[config.mk]
export PLATFORM = sky130hd
export DESIGN_NAME = dec_op_case
export DESIGN_NICKNAME = d
export VERILOG_FILES = /design/src/rtl/dec_op_case_pkg.sv /design/src/rtl/dec_op_case_dec2to4.sv /design/src/rtl/dec_op_case.sv
export SDC_FILE = /design/constraint.sdc
export NUM_CORES = 1
export LEC_CHECK = 0
export ABC_CLOCK_PERIOD_IN_PS = 800
export CAP_MARGIN = 20
export CORE_MARGIN = 2
export CORE_UTILIZATION = 40
export CTS_CLUSTER_SIZE = 14
export DETAILED_ROUTE_END_ITERATION = 12
export GPL_ROUTABILITY_DRIVEN = 0
export PLACE_DENSITY = 0.84
export RECOVER_POWER = 100
export SLEW_MARGIN = 20
export SYNTH_ARGS = -nofsm -noshare
export SYNTH_HDL_FRONTEND = slang
export SYNTH_SLANG_ARGS = --single-unit
[constraint.sdc]
create_clock -name CLK -period 0.8 [get_ports CLK]
set_input_delay 0.16 -clock CLK [delete_from_list [all_inputs] [get_ports CLK]]
set_output_delay 0.16 -clock CLK [all_outputs]
set_load 0.01 [all_outputs]
[src/rtl/dec_op_case_pkg.sv]
// -----------------------------------------------------------------------------
// dec_op_case_pkg
//   Shared constants for the decoded-operation block:
//     DEFAULT_WIDTH  default operand width of dec_op_case
//     OP_ADD/OP_SUB/OP_MUL/OP_LOGIC  values of DEC selecting each result
//     NUM_OPS        number of result outputs (one per DEC code)
//   Helper:
//     op_name()      short text name of an operation code (debug/bench use)
// -----------------------------------------------------------------------------
package dec_op_case_pkg;

  localparam int DEFAULT_WIDTH = 4;
  localparam int NUM_OPS       = 4;

  localparam logic [1:0] OP_ADD   = 2'b00;
  localparam logic [1:0] OP_SUB   = 2'b01;
  localparam logic [1:0] OP_MUL   = 2'b10;
  localparam logic [1:0] OP_LOGIC = 2'b11;

  function automatic string op_name(input logic [1:0] op);
    string s;
    case (op)
      OP_ADD:   s = "add";
      OP_SUB:   s = "sub";
      OP_MUL:   s = "mul";
      default:  s = "logic";
    endcase
    return s;
  endfunction

endpackage : dec_op_case_pkg

[src/rtl/dec_op_case_dec2to4.sv]
// -----------------------------------------------------------------------------
// dec2to4
//   Enabled 2-to-4 decoder producing a one-hot select; all zero when the
//   enable is low.
//   Ports:
//     dec     [1:0]  operation code
//     enable         decode enable, active-high
//     sel     [3:0]  one-hot select, sel[i] = enable && (dec == i)
// -----------------------------------------------------------------------------
module dec2to4
  import dec_op_case_pkg::*;
(
  input  logic [1:0]         dec,
  input  logic               enable,
  output logic [NUM_OPS-1:0] sel
);

  for (genvar gi = 0; gi < NUM_OPS; gi++) begin : g_sel
    assign sel[gi] = enable && (dec == 2'(gi));
  end

endmodule : dec2to4

[src/rtl/dec_op_case.sv]
// -----------------------------------------------------------------------------
// dec_op_case
//   Registered decoded-operation unit. Each cycle the operation chosen by DEC
//   is computed combinationally from A and B; on the rising CLK edge the
//   selected output loads its result and every other output loads 0, so at
//   most one output is non-zero at any time. With ENABLE low all outputs
//   load 0.
//
//   Optional feature macro: DEC_OP_CASE_MUL_EN
//     defined   -> op2 carries the full unsigned product A*B
//     undefined -> no multiplier is built and op2 is constant 0
//
//   Ports:
//     CLK           clock, rising edge
//     RST           asynchronous active-high reset, clears op0..op3
//     A, B  [W-1:0] unsigned operands
//     DEC   [1:0]   operation select (00 add, 01 sub, 10 mul, 11 logic)
//     ENABLE        operation enable, active-high
//     op0  [2W-1:0] A+B, zero-extended (carry kept)
//     op1  [2W-1:0] A-B, two's complement, sign-extended
//     op2  [2W-1:0] A*B, unsigned full product (0 without the macro)
//     op3  [2W-1:0] {A|B, A&B}
// -----------------------------------------------------------------------------
module dec_op_case
  import dec_op_case_pkg::*;
#(
  parameter int WIDTH = DEFAULT_WIDTH
) (
  input  logic                 CLK,
  input  logic                 RST,
  input  logic [WIDTH-1:0]     A,
  input  logic [WIDTH-1:0]     B,
  input  logic [1:0]           DEC,
  input  logic                 ENABLE,
  output logic [2*WIDTH-1:0]   op0,
  output logic [2*WIDTH-1:0]   op1,
  output logic [2*WIDTH-1:0]   op2,
  output logic [2*WIDTH-1:0]   op3
);

  localparam int RW = 2 * WIDTH;

  logic [NUM_OPS-1:0]         sel;
  logic [WIDTH:0]             sum_w;
  logic [WIDTH:0]             diff_w;
  logic [NUM_OPS-1:0][RW-1:0] result;

  dec2to4 u_dec (
    .dec    (DEC),
    .enable (ENABLE),
    .sel    (sel)
  );

  // All four results are formed in parallel; the decoder only decides which
  // one gets captured, so a simultaneous DEC and operand change is simply a
  // new operation on the next edge.
  always_comb begin
    // One extra bit keeps the carry of the sum and the sign of the
    // difference (|A-B| < 2**WIDTH, so WIDTH+1 signed bits always suffice).
    sum_w  = {1'b0, A} + {1'b0, B};
    diff_w = {1'b0, A} - {1'b0, B};

    result           = '0;
    result[OP_ADD]   = RW'(sum_w);
    result[OP_SUB]   = RW'($signed(diff_w));
`ifdef DEC_OP_CASE_MUL_EN
    result[OP_MUL]   = RW'(A) * RW'(B);
`endif
    result[OP_LOGIC] = {A | B, A & B};
  end

  // One output register per operation. Unselected registers load 0 rather
  // than holding, which keeps the outputs mutually exclusive.
  for (genvar gi = 0; gi < NUM_OPS; gi++) begin : g_reg
    logic [RW-1:0] q_reg;

    always_ff @(posedge CLK or posedge RST) begin
      if (RST) begin
        q_reg <= '0;
      end else begin
        q_reg <= sel[gi] ? result[gi] : '0;
      end
    end
  end

  assign op0 = g_reg[OP_ADD].q_reg;
  assign op1 = g_reg[OP_SUB].q_reg;
  assign op2 = g_reg[OP_MUL].q_reg;
  assign op3 = g_reg[OP_LOGIC].q_reg;

endmodule : dec_op_case

==> impl_metrics.json <==
{
  "drive_gt1_share_pct": 61.9,
  "area_growth_pct": 68.2,
  "arrival_ns": 0.87,
  "synth_mux_area_share_pct": 0,
  "p_leak_nw": 0.886,
  "initial_core_util_pct": 41.6,
  "firstDrtPassIters": 4,
  "synth-seq-cells": 18,
  "start_kind": "register",
  "path_buf_inv": 1,
  "final_area_sq_um": 1700,
  "yosys.cell_types.count": 25,
  "timing.final.crit_period_ns": 1.03,
  "p_sw_share_pct": 29.7,
  "total_power_mw": 2.10,
  "maxSlewViolCount": 0,
  "rsz0062_at_grt": "yes",
  "dpl_cell_area_sq_um": 1550,
  "yosysWarnings": 0,
  "die_area_sq_um": 2950,
  "vias": 866,
  "internal_power_mw": 1.48,
  "critPathTopFamily": "flip-flops",
  "synth_edf_count": 0,
  "wl_mm": 2.86,
  "fmax_mhz": 974,
  "p_seq_share_pct": 45.0,
  "nNetsFinal": 184,
  "synth_cells": 96,
  "synth_top_family_by_area": "adder cells",
  "post_drt_via_cell_ratio": 4.68,
  "ioPinCount": 45,
  "worst-path-max-fanout": 4,
  "setup_viol": 29,
  "cts.sinks": 18,
  "dp_cells": 174,
  "drc": 0,
  "pwr-share-comb_pct": 34.1,
  "wire_per_inst_um": 15.4,
  "first_iter_violations": 8,
  "finalHoldViolCount": 0,
  "grt_max_degree": 19,
  "fillCellCount": 158,
  "clk_path_buf_depth": 2,
  "antenna_found_initial": 0,
  "finalCritPeriodShare_pct": 128,
  "ys_seq_area_share_pct": 44.6,
  "h-tree-depth": 1,
  "grt_pass1_vias": 848,
  "clockRootBuffer": "clkbuf_4",
  "synth-compound-area-share_pct": 4.46,
  "fin_cells": 185,
  "hold_buffers": 0,
  "cellPowerDensity_nw_per_um2": 1240,
  "slowest_stage": "dfrtp_1",
  "core_area_sq_um": 2430,
  "grt.overflow.total": 0,
  "grt.total_usage_pct": 20.6,
  "setup_ws_ns": -0.226,
  "ys.flop_type": "dfrtp_1",
  "setup_tns_ns": -4.72,
  "synth-simple-area-share_pct": 15.0,
  "pwr-share-clk_pct": 20.9,
  "p_sw_mw": 0.624,
  "maxCapViolCount": 0,
  "cts_tree": "built",
  "dieHeight_um": 54.3,
  "die_w_um": 54.3,
  "place_hpwl_mm": 1.89,
  "status": "finished with violations",
  "crit_path_cell_trace": "buf_2",
  "violations": "setup timing",
  "synth_adder_area_share_pct": 18.8,
  "yosys.area_share.xor_xnor_pct": 0.866,
  "clk_pin_slew_ns": 0.10,
  "critical_path_class": "register to output port",
  "max-vdd-ir-drop_mv": 0.890,
  "grt_pass1_wl_mm": 4.11,
  "insertedDiodeCount": 0,
  "worst_path_largest_cell_delay_ns": 0.42,
  "portBuffers": 33,
  "end_kind": "output port",
  "async_reset_ff_share_pct": 100,
  "rows": 18,
  "cts_buffers": 3,
  "avgSynthCellArea_sq_um": 10.5,
  "required_ns": 0.64,
  "syn_area_sq_um": 1010,
  "hold_class": "input pin to register",
  "ant_nets": 0
}
per-layer routing:
| layer | share of wire (%) | wire, um | global-route usage, % |
|---|---|---|---|
| met5 | 0 | 0 | 0 |
| met4 | 3.5 | 99 | 13.3 |
| met3 | 5.1 | 146 | 1.91 |
| met2 | 52 | 1480 | 36.9 |
| met1 | 39 | 1130 | 23.0 |
area by class of cell:
class	instances	area (sq um)	share of cell area, %
clock buffers	3	22.5	1.32
inverters	12	77.6	4.56
multi-input cells	61	626	36.8
flip-flops and latches	18	450	26.5
well taps	30	37.5	2.21
repair buffers	61	487	28.6
placed cells by master (no fill, tap or decap), drive strengths merged:
| master | synthesis | routed |
|---|---|---|
| inv | 12 | 12 |
| buf | 15 | 53 |
| or4 | 1 | 1 |
| conb | 1 | 11 |
| nor2b | 2 | 2 |
| xnor2 | 1 | 1 |
| and2b | 1 | 1 |
| a21boi | 1 | 1 |
| fa | 2 | 2 |
| dlygate4sd3 | 0 | 1 |
| o31ai | 1 | 1 |
| nand3b | 1 | 1 |
| o21ai | 1 | 1 |
| nor2 | 12 | 12 |
| dfrtp | 18 | 18 |
| and3 | 1 | 1 |
| ha | 12 | 12 |
| or3b | 1 | 1 |
| dlygate4sd2 | 0 | 2 |
| o21ba | 1 | 1 |
| a21oi | 3 | 3 |
| clkbuf | 0 | 8 |
| and2 | 2 | 2 |
| nor3 | 4 | 4 |
| nand3 | 2 | 2 |
| and3b | 1 | 1 |
power by group through the flow:
stage | combinational (mW) | clock [mW] | sequential (mW)
after floorplan | 0.276 | 0 | 0.980
after global placement | 0.521 | 0 | 0.963
after detailed placement | 0.546 | 0 | 0.966
after CTS | 0.628 | 0.424 | 0.946
after global routing | 0.767 | 0.467 | 0.950
final | 0.717 | 0.439 | 0.947
timing repair:
item                       4_1_cts  5_1_grt
pin swaps                       17        7
gates resized for setup        164       19
setup endpoints to repair       39       30
buffers inserted                 6        3
sequential cells by signal (all words and copies together), names as in the netlist:
signal,flops
op1,5
op3,8
op0,5
cell usage after synthesis, types with 2 or more instances:
master / n / area [sq um]
nor3_1: 3 / 15.0
inv_1: 12 / 45.0
and2_1: 2 / 12.5
buf_4: 14 / 105
a21oi_1: 3 / 15.0
nand3_1: 2 / 10.0
nor2_1: 12 / 45.0
fa_1: 2 / 40.0
nor2b_1: 2 / 12.5
ha_1: 12 / 150
dfrtp_1: 18 / 450
worst paths after layout:
check	startpoint	end	cells after the start
hold / removal	A[2]	op3[6]	4
max in group asynchronous	RST	op0[3]	3
setup / recovery	op1[6]	op1[7]	1
min in group asynchronous	RST	op0[0]	3
metrics by stage:
step	setup WS, ns	utilization [%]	hold WS (ns)
after floorplan	-0.447	-	0.0986
after CTS	-0.242	66.9	0.187
after global routing	-0.259	69.9	0.181
final	-0.226	69.9	0.171
after global placement	-1.05	63.8	0.489
after detailed placement	-1.06	63.8	0.492
cell families after synthesis:
group	Yosys count
xor+xnor	1
buf+inv	27
other cells	1
flops	18
fa+ha+maj	14
compound gates	7
simple gates	28
Note: power is estimated with default switching activity, not from simulation.
